**config.mk**
```make
export PLATFORM = sky130hd
export DESIGN_NAME = pipe_addsub
export DESIGN_NICKNAME = d
export VERILOG_FILES = /design/src/rtl/pipe_addsub_pkg.sv /design/src/rtl/pipe_addsub_chunk.sv /design/src/rtl/pipe_addsub.sv
export SDC_FILE = /design/constraint.sdc
export NUM_CORES = 1
export LEC_CHECK = 0
export BUFFER_PORTS_ARGS = -buffer_cell sky130_fd_sc_hd__clkbuf_2
export CAP_MARGIN = 30
export CORE_UTILIZATION = 50
export CTS_CLUSTER_DIAMETER = 30
export DETAILED_ROUTE_END_ITERATION = 6
export PLACE_DENSITY_LB_ADDON = 0.15
export REMOVE_ABC_BUFFERS = 1
export SLEW_MARGIN = 10
export SYNTH_ARGS = -nofsm -noshare
export SYNTH_HDL_FRONTEND = slang
export SYNTH_SLANG_ARGS = --single-unit
```
**constraint.sdc**
```tcl
create_clock -name clk -period 3.2 [get_ports clk]
set_input_delay 0.32 -clock clk [delete_from_list [all_inputs] [get_ports clk]]
set_output_delay 0.32 -clock clk [all_outputs]
set_load 0.01 [all_outputs]
```
**src/rtl/pipe_addsub_pkg.sv**
```systemverilog
`default_nettype none
// ============================================================================
//  Module      : pipe_addsub_pkg
//  Description : Shared constants for the pipelined adder/subtractor.
//                OP_ADD / OP_SUB opcode encodings and default geometry.
//  Ports       : none (package)
//  Revision    : 1.0 - initial release
// ============================================================================
package pipe_addsub_pkg;

  typedef enum logic {
    OP_ADD = 1'b0,
    OP_SUB = 1'b1
  } op_e;

  localparam int DEFAULT_WIDTH  = 32;
  localparam int DEFAULT_STAGES = 4;

endpackage : pipe_addsub_pkg
`default_nettype wire

```
**src/rtl/pipe_addsub_chunk.sv**
```systemverilog
`default_nettype none
// ============================================================================
//  Module      : addsub_chunk
//  Description : CW-bit ripple adder slice used by each pipeline stage.
//  Ports       : a, b  - CW-bit operands (b already inverted for subtract)
//                cin   - carry into the slice
//                sum   - CW-bit slice result
//                cout  - carry out of the slice MSB
//  Revision    : 1.0 - initial release
// ============================================================================
module addsub_chunk #(
  parameter int CW = 8
) (
  input  logic [CW-1:0] a,
  input  logic [CW-1:0] b,
  input  logic          cin,
  output logic [CW-1:0] sum,
  output logic          cout
);

  assign {cout, sum} = {1'b0, a} + {1'b0, b} + {{CW{1'b0}}, cin};

endmodule : addsub_chunk
`default_nettype wire

```
**src/rtl/pipe_addsub.sv**
```systemverilog
`default_nettype none
// ============================================================================
//  Module      : pipe_addsub
//  Description : Carry-pipelined WIDTH-bit adder/subtractor. The operation is
//                cut into STAGES slices of CW = WIDTH/STAGES bits; slice k is
//                added in stage k with the carry registered by stage k-1.
//                Valid/ready handshake on both sides, whole pipe stalls
//                together when the output is held.
//  Ports       : clk, rst_n           - clock, synchronous active-low reset
//                in_valid / in_ready  - input handshake
//                op, cin, a, b        - opcode (0 add, 1 sub), carry-in, operands
//                out_valid/out_ready  - output handshake
//                sum, cout, ovf, zero - result and flags
//  Revision    : 1.0 - initial release
// ============================================================================
module pipe_addsub
  import pipe_addsub_pkg::*;
#(
  parameter int WIDTH  = DEFAULT_WIDTH,
  parameter int STAGES = DEFAULT_STAGES
) (
  input  logic             clk,
  input  logic             rst_n,
  input  logic             in_valid,
  output logic             in_ready,
  input  logic             op,
  input  logic             cin,
  input  logic [WIDTH-1:0] a,
  input  logic [WIDTH-1:0] b,
  output logic             out_valid,
  input  logic             out_ready,
  output logic [WIDTH-1:0] sum,
  output logic             cout,
  output logic             ovf,
  output logic             zero
);

  // Guarded so a bad STAGES value reports the error below instead of
  // tripping a divide-by-zero first.
  localparam int c_CW   = (STAGES >= 1) ? (WIDTH / STAGES) : 1;
  localparam int c_LAST = (STAGES >= 1) ? (STAGES - 1) : 0;

  if (STAGES < 1 || (WIDTH % STAGES) != 0) begin : g_bad_params
    $error("pipe_addsub: WIDTH must be divisible by STAGES and STAGES >= 1");
  end

  // Whole pipeline moves as one; it only freezes when a result is waiting.
  logic w_advance;
  assign w_advance = !out_valid || out_ready;
  assign in_ready  = w_advance;

  // Stage inputs (w_*_in) and registered stage state (r_*). Operands travel
  // at full width; only the slice owned by a stage is consumed there. The
  // partial sum carries finished low slices; bits at and above the current
  // slice are still zero when a stage sees it.
  logic [WIDTH-1:0] w_a_in  [STAGES];
  logic [WIDTH-1:0] w_b_in  [STAGES];
  logic [WIDTH-1:0] w_s_in  [STAGES];
  logic             w_c_in  [STAGES];
  logic             w_v_in  [STAGES];
  logic [c_CW-1:0]  w_chunk [STAGES];
  logic             w_cout  [STAGES];
  logic [WIDTH-1:0] w_s_nxt [STAGES];

  logic [WIDTH-1:0] r_a [STAGES];
  logic [WIDTH-1:0] r_b [STAGES];
  logic [WIDTH-1:0] r_s [STAGES];
  logic             r_c [STAGES];
  logic             r_v [STAGES];
  logic             r_ovf;
  logic             r_zero;

  for (genvar k = 0; k < STAGES; k++) begin : g_stage
    if (k == 0) begin : g_first
      // Subtract is a + ~b + 1: invert b once here and force the carry-in.
      assign w_a_in[k] = a;
      assign w_b_in[k] = (op == OP_SUB) ? ~b : b;
      assign w_c_in[k] = (op == OP_SUB) ? 1'b1 : cin;
      assign w_s_in[k] = '0;
      assign w_v_in[k] = in_valid;
    end else begin : g_rest
      assign w_a_in[k] = r_a[k-1];
      assign w_b_in[k] = r_b[k-1];
      assign w_c_in[k] = r_c[k-1];
      assign w_s_in[k] = r_s[k-1];
      assign w_v_in[k] = r_v[k-1];
    end

    addsub_chunk #(
      .CW   (c_CW)
    ) u_chunk (
      .a    (w_a_in[k][k*c_CW +: c_CW]),
      .b    (w_b_in[k][k*c_CW +: c_CW]),
      .cin  (w_c_in[k]),
      .sum  (w_chunk[k]),
      .cout (w_cout[k])
    );

    assign w_s_nxt[k] = w_s_in[k] | (WIDTH'(w_chunk[k]) << (k * c_CW));

    always_ff @(posedge clk) begin
      if (!rst_n) begin
        r_v[k] <= 1'b0;
        r_s[k] <= '0;
        r_c[k] <= 1'b0;
      end else if (w_advance) begin
        r_v[k] <= w_v_in[k];
        r_a[k] <= w_a_in[k];
        r_b[k] <= w_b_in[k];
        r_s[k] <= w_s_nxt[k];
        r_c[k] <= w_cout[k];
      end
    end
  end

  // Flags come from the complete sum leaving the last slice, so they are
  // registered in the same edge as the final sum.
  logic w_ovf_nxt;
  logic w_zero_nxt;
  assign w_ovf_nxt  = (w_a_in[c_LAST][WIDTH-1] == w_b_in[c_LAST][WIDTH-1]) &&
                      (w_s_nxt[c_LAST][WIDTH-1] != w_a_in[c_LAST][WIDTH-1]);
  assign w_zero_nxt = (w_s_nxt[c_LAST] == '0);

  always_ff @(posedge clk) begin
    if (!rst_n) begin
      r_ovf  <= 1'b0;
      r_zero <= 1'b0;
    end else if (w_advance) begin
      r_ovf  <= w_ovf_nxt;
      r_zero <= w_zero_nxt;
    end
  end

  assign out_valid = r_v[c_LAST];
  assign sum       = r_s[c_LAST];
  assign cout      = r_c[c_LAST];
  assign ovf       = r_ovf;
  assign zero      = r_zero;

endmodule : pipe_addsub
`default_nettype wire

```
==> results of run 1 <==
[kinds of logic after synthesis]
| family | share of synthesized area, % |
|---|---|
| flops | 71.1 |
| simple gates | 10.6 |
| compound gates | 4.33 |
| xor+xnor | 5.17 |
| buf+inv | 2.04 |
| fa+ha+maj | 6.54 |
| mux | 0.257 |
[metrics by stage]
step | instances | hold slack (ns) | TNS (ns)
after floorplan | 487 | 0.400 | -37.22
after global placement | 792 | 0.401 | 0
after detailed placement | 792 | 0.405 | 0
after CTS | 824 | 0.0435 | 0
after global routing | 824 | 0.0476 | 0
final | 824 | 0.0649 | 0
[where the power goes]
group	internal [W]	switching, W	total [W]
clock network	0.00154	0.000856	0.00239
registers	0.00292	0.0000658	0.00298
logic	0.000272	0.000318	0.000590
total	0.00473	0.00124	0.00597
[sequential cells by signal, summed over array words and instances (netlist names)]
register and count:
r_b 48, ovf 1, r_v 4, r_a 48
r_s 80, r_c 4, zero 1
[cell usage in the layout (no fill, tap or decap), types with 3 or more instances in the layout]
cell	n
edfxtp_1	182
nor3_1	13
a21o_1	6
inv_1	19
bufinv_16	7
xor2_1	37
or3_1	3
a21oi_1	10
nand2_1	10
nand2b_1	3
clkinvlp_4	3
o21ai_0	10
nand3_1	6
and2_1	4
dfxtp_1	4
clkbuf_2	106
nor2b_1	4
o31a_1	3
o21a_1	4
ha_1	28
xnor2_1	9
clkinv_2	3
nor4_1	6
buf_4	10
fa_1	8
and3_1	55
nor2_1	30
clkbuf_16	17
[cell type report]
class | count | area, sq um | share of cell area (%)
Clock inverter | 13 | 248 | 2.67
Sequential cell | 186 | 5550 | 59.8
Timing Repair Buffer | 117 | 626 | 6.75
Inverter | 21 | 81.3 | 0.877
Tap cell | 188 | 235 | 2.54
Multi-Input combinational cell | 280 | 2100 | 22.7
Clock buffer | 19 | 433 | 4.67
[worst max-delay path: cells and delay by family, from the launching register on]
| kind | cells | cell delay, ns |
|---|---|---|
| and+or+nand+nor | 1 | 0.09 |
| adders and majority gates | 2 | 0.59 |
| DFF | 1 | 0.41 |
| buffers and inverters | 2 | 0.17 |
| AOI/OAI and AO/OA | 4 | 0.88 |
[per-layer routing]
metal | global-route usage (%) | share of wire [%]
met1 | 20.0 | 45
met2 | 27.7 | 50
met3 | 3.88 | 3.7
met4 | 7.91 | 1.8
met5 | 0 | 0
[final timing paths]
kind / slack [ns] / endpoint / start / depth (start not counted)
hold reg to reg: 0.42 / r_b[2][26] / r_b[1][26] / 0
setup / recovery: 0.89 / r_s[2][22] / r_c[1] / 9
hold / removal: 0.06 / r_a[0][18] / a[18] / 1
setup reg to reg: 0.89 / r_s[2][22] / r_c[1] / 9
==> flow_metrics.env, run 1 <==
export IMPL_status="finished clean"
export IMPL_drive_above_1_share_pct=25.2
export IMPL_via_per_inst=5.10
export IMPL_hold_path_class="input pin to flop"
export IMPL_ir_drop_mv=0.402
export IMPL_grt_max_degree=61
export IMPL_die_h_microns=127
export IMPL_synth_flop_cell="edfxtp_1"
export IMPL_cts_buffers=17
export IMPL_pin_count=107
export IMPL_critPathKind="flop to flop"
export IMPL_drt_pre_antenna_iters=4
export IMPL_netlist_top_cell_by_area="edfxtp_1"
export IMPL_powerDensity_nw_per_um2=644
export IMPL_overflow=0
export IMPL_syn_inst=506
export IMPL_avgSynthCellArea_sq_um=15.4
export IMPL_setup_violations=0
export IMPL_slew_viol_final=0
export IMPL_period_share_pct=72.1
export IMPL_clkTransAtPathRegs_ns=0.07
export IMPL_wire_per_inst_microns=15.0
export IMPL_drt_wl_total_mm=12.4
export IMPL_synth_distinct_cells=47
export IMPL_postLayoutCoreUtil_pct=61.0
export IMPL_synth_seq_cells=186
export IMPL_worst_slew_margin_rel_pct=56.7
export IMPL_core_area_sq_um=15200
export IMPL_start_kind="flop"
export IMPL_synth_top_cell_area_share_pct=70.1
export IMPL_cts_sinks=186
export IMPL_worstMarginPinSlew_ns=0.650
export IMPL_worstSetupEndpointType="flop"
export IMPL_cts_hold_buf=0
export IMPL_crit_slowest_cell="edfxtp_1"
export IMPL_die_w_microns=127
export IMPL_drc=0
export IMPL_p_leak_nw=4.00
export IMPL_via_count=4203
export IMPL_path_max_fanout=3
export IMPL_yosysSeqAreaShare_pct=71.1
export IMPL_post_cts_setup_buffer_count=0
export IMPL_pre_cts_slack_ns=0.492
export IMPL_final_hold_viol_count=0
export IMPL_worstPathCellList="inv_1 -> fa_1 -> inv_1 -> fa_1 -> a21o_1 -> a21oi_1 -> nor2_1 -> o31a_1 -> a211oi_1"
export IMPL_dpl_cell_area_sq_um=8590
export IMPL_fillers=1177
export IMPL_clockRootBuffer="clkbuf_16"
export IMPL_ys_async_sr_fraction_pct=0
export IMPL_clk_path_buf_depth=2
export IMPL_die_area_sq_um=16100
export IMPL_fin_skew_ns=0.00427
export IMPL_cts_resized_gates=0
export IMPL_rsz0062_at_grt="no"
export IMPL_critPathArrivalTime_ns=2.56
export IMPL_cts_tree="done"
export IMPL_crit_path_max_incr_delay_ns=0.41
export IMPL_critPathRequiredTime_ns=3.45
export IMPL_antenna_found_initial=0
export IMPL_gr_usage_all_layers_pct=16.4
export IMPL_worst_slack_ns=0.893
export IMPL_ys_warn_count=0
export IMPL_ys_top_cells_by_area="edfxtp_1 70%, ha_1 4.5%, and3_1 4.4%"
export IMPL_clk_latency_ns=0.42
export IMPL_io_buffers=106
export IMPL_diodes=0
export IMPL_start_util_pct=51.3
export IMPL_gp_congestion=0.796
export IMPL_synth_area_sq_um=7800
export IMPL_rows=45
export IMPL_drt_iter0_markers=301
export IMPL_synth_edff_count=182
export IMPL_max_freq_ghz=0.434
export IMPL_final_antenna_net_count=0
export IMPL_min_period_ns=2.31
export IMPL_dp_hpwl_mm=8.26
export IMPL_synth_most_common_cell="edfxtp_1"
export IMPL_postLayoutCellArea_sq_um=9270
export IMPL_power_total_w=0.00597
export IMPL_areaGrowthSynthToFinish_pct=18.9
export IMPL_yosys_top_cells_count="182 x edfxtp_1, 55 x and3_1, 37 x xor2_1, 30 x nor2_1, 28 x ha_1"
export IMPL_grt_pass1_vias=4101
export IMPL_fin_nets=729
export IMPL_ctsHtreeMaxLevel=4
export IMPL_grt_first_pass_wirelength_mm=19.8
export IMPL_cap_violations=0
(Power assumes the default switching activity.)
==> inputs of run 2 (changes only) <==
--- a/config.mk
+++ b/config.mk
@@ -5,6 +5,7 @@
 export SDC_FILE = /design/constraint.sdc
 export NUM_CORES = 1
 export LEC_CHECK = 0
+export ABC_AREA = 1
 export BUFFER_PORTS_ARGS = -buffer_cell sky130_fd_sc_hd__clkbuf_2
 export CAP_MARGIN = 30
 export CORE_UTILIZATION = 50
==> constraint.sdc (replaced) <==
create_clock -name clk -period 2.4 [get_ports clk]
set_input_delay 0.24 -clock clk [delete_from_list [all_inputs] [get_ports clk]]
set_output_delay 0.24 -clock clk [all_outputs]
set_load 0.01 [all_outputs]
==> run 2 against run 1 <==
Sequential share of layout area fell by 2.5 points. Worst hold slack got worse by 0.034 ns. Register-to-register slack got worse by 0.65 ns. Clock power rose by 15%. Routed wire length rose by 1.5%. First-iteration DRC count fell by 1.0%. Sequential power rose by 33%. Global-route usage barely moved. Sequential cell count did not move. Critical path depth rose by 3. Critical path type unchanged. Critical endpoint is now r_s[1][14]. Largest cell class unchanged.
==> flow_metrics.env, run 2 <==
export IMPL_slew_viol_final=0
export IMPL_fin_nets=898
export IMPL_netlist_top_cell_by_area="edfxtp_1"
export IMPL_largest_register="r_s"
export IMPL_die_w_microns=129
export IMPL_rsz0062_at_grt="no"
export IMPL_ff2ff_setup_slack_ns=0.25
export IMPL_syn_inst=648
export IMPL_grt_first_pass_wirelength_mm=20.4
export IMPL_synth_simple_area_share_pct=11.2
export IMPL_worst_slew_margin_rel_pct=61.5
export IMPL_yosysSeqAreaShare_pct=69.0
export IMPL_dpl_cell_area_sq_um=8860
export IMPL_hold_depth=1
export IMPL_worstMarginPinSlew_ns=0.578
export IMPL_avgSynthCellArea_sq_um=12.4
export IMPL_antenna_found_initial=0
export IMPL_clk_path_buf_depth=2
export IMPL_ctsHtreeMaxLevel=4
export IMPL_clk_latency_ns=0.43
export IMPL_reg2reg_from="r_c[0]"
export IMPL_cap_violations=0
export IMPL_pin_count=107
export IMPL_cts_buffers=17
export IMPL_synth_seq_cells=186
export IMPL_synth_top_family_by_area="simple AND/OR/NAND/NOR gates"
export IMPL_max_freq_ghz=0.464
export IMPL_critPathArrivalTime_ns=2.34
export IMPL_cts_sinks=186
export IMPL_synth_top_cell_area_share_pct=68.0
export IMPL_dp_hpwl_mm=8.52
export IMPL_drc=0
export IMPL_postLayoutCellArea_sq_um=9670
export IMPL_final_antenna_net_count=0
export IMPL_wire_per_inst_microns=12.3
export IMPL_ys_async_sr_fraction_pct=0
export IMPL_p_leak_nw=4.23
export IMPL_layout_commonest_cell="edfxtp_1"
export IMPL_rows=45
export IMPL_hold_start="a[25]"
export IMPL_cp_num_buf_inv=2
export IMPL_synth_distinct_cells=27
export IMPL_critPathKind="flop to flop"
export IMPL_synthAdderAreaFrac_pct=6.35
export IMPL_cp_num_cells=12
export IMPL_crit_family="adder cells"
export IMPL_final_hold_viol_count=0
export IMPL_io_buffers=106
export IMPL_areaGrowthSynthToFinish_pct=20.3
export IMPL_fillers=1256
export IMPL_drt_iter0_markers=298
export IMPL_cpMostUsedCell="nand2_1"
export IMPL_stdcell_count=1016
export IMPL_diodes=0
export IMPL_worstPathCellList="inv_1 -> fa_1 -> inv_1 -> fa_1 -> nand3_1 -> nand3_1 -> nand2_1 -> nand2_1 -> a21oi_1 -> nand2_1 -> nand2_1 -> nor2_1"
export IMPL_clockRootBuffer="clkbuf_16"
export IMPL_synth_edff_count=182
export IMPL_ys_warn_count=0
export IMPL_grt_max_degree=118
export IMPL_ir_drop_mv=0.477
export IMPL_synth_compound_area_share_pct=3.91
export IMPL_critPathRequiredTime_ns=2.59
export IMPL_rr_worst_depth=12
export IMPL_setup_tns_final_ns=0
export IMPL_synthXorXnorAreaFrac_pct=3.59
export IMPL_cts_tree="done"
export IMPL_core_area_sq_um=15400
export IMPL_die_area_sq_um=16600
export IMPL_clkTransAtPathRegs_ns=0.06
export IMPL_rr_endpoint="r_s[1][14]"
export IMPL_overflow=0
export IMPL_die_h_microns=129
export IMPL_drt_wl_total_mm=12.5
export IMPL_largestRegisters="r_s (80), r_a (48), r_b (48)"
export IMPL_path_max_fanout=4
export IMPL_status="finished clean"
export IMPL_via_per_inst=4.79
export IMPL_min_period_ns=2.15
export IMPL_fin_skew_ns=0.00956
export IMPL_grt_pass1_vias=4648
export IMPL_synth_flop_cell="edfxtp_1"
export IMPL_powerDensity_nw_per_um2=789
export IMPL_yosys_top_cells_count="182 x edfxtp_1, 103 x inv_1, 87 x nand2_1, 82 x nor2_1, 32 x a21oi_1"
export IMPL_synth_area_sq_um=8040
export IMPL_holdPathEnd="r_a[0][25]"
export IMPL_period_share_pct=89.8
export IMPL_drive_above_1_share_pct=19.6
export IMPL_pre_cts_slack_ns=0.0330
export IMPL_layout_common_cells="182 x edfxtp_1, 106 x clkbuf_2, 102 x inv_1"
export IMPL_post_cts_setup_buffer_count=0
export IMPL_drt_pre_antenna_iters=6
export IMPL_gp_congestion=0.845
export IMPL_worstSetupEndpointType="flop"
export IMPL_muxShareOfSynthArea_pct=0
export IMPL_ys_top_cells_by_area="edfxtp_1 68%, inv_1 4.8%, ha_1 4.4%"
export IMPL_via_count=4865
export IMPL_gr_usage_all_layers_pct=16.4
export IMPL_start_kind="flop"
export IMPL_crit_path_max_incr_delay_ns=0.45
export IMPL_setup_violations=0
export IMPL_synth_most_common_cell="edfxtp_1"
export IMPL_start_util_pct=52.1
export IMPL_crit_slowest_cell="fa_1"
export IMPL_placed_cells=961
export IMPL_worst_slack_ns=0.246
export IMPL_hold_path_class="input pin to flop"
export IMPL_largest_reg_flops=80
==> run 2: cells by family (layout without fill, tap and decap cells) <==
kind of cell | count (synthesis) | count (layout)
fa+ha+maj | 36 | 36
flops | 186 | 186
simple gates | 216 | 216
compound gates | 59 | 59
buf+inv | 118 | 275
xor+xnor | 33 | 33
==> run 2: cell type report <==
type | instances | area [sq um] | area share, %
Clock buffer | 21 | 440 | 4.55
Inverter | 105 | 395 | 4.09
Multi-Input combinational cell | 344 | 2020 | 20.9
Tap cell | 211 | 264 | 2.73
Clock inverter | 11 | 144 | 1.49
Timing Repair Buffer | 138 | 866 | 8.95
Sequential cell | 186 | 5550 | 57.3
==> run 2: through the flow <==
stage                     power [W]  util (%)  hold WS, ns
after global placement      0.00488      57.4        0.403
final                       0.00763      62.7       0.0308
after floorplan             0.00461         -        0.339
after CTS                   0.00769      62.7       0.0103
after detailed placement    0.00492      57.4        0.405
after global routing        0.00796      62.7       0.0140
==> run 2: worst max path at each step <==
stage,startpoint,endpoint,slack [ns]
after floorplan,r_v[1][1],r_c[0],-1.28
after global placement,op,r_s[0][6],0.09
after detailed placement,op,r_s[0][6],0.03
after CTS,r_c[0],r_s[1][14],0.23
after global routing,r_c[0],r_s[1][14],0.02
final,r_c[0],r_s[1][14],0.25
==> run 2: layer usage <==
metal | global-route usage (%) | part of all wire [%]
met4 | 8.17 | 2.4
met2 | 27.6 | 49
met3 | 4.82 | 5.9
met1 | 19.4 | 42
met5 | 0 | 0
==> run 2: power by group <==
group | internal, W | switching (W) | leakage (nW) | total (W)
Combinational | 0.000362 | 0.000540 | 1.97 | 0.000902
Sequential | 0.00389 | 0.0000830 | 1.99 | 0.00397
Clock | 0.00164 | 0.00113 | 0.277 | 0.00276
Total | 0.00589 | 0.00175 | 4.23 | 0.00763
==> run 2: repair_timing <==
action | in CTS | in global routing
hold endpoints to repair | 23 | 0
hold buffers | 23 | 0
resized for setup | 0 | 0
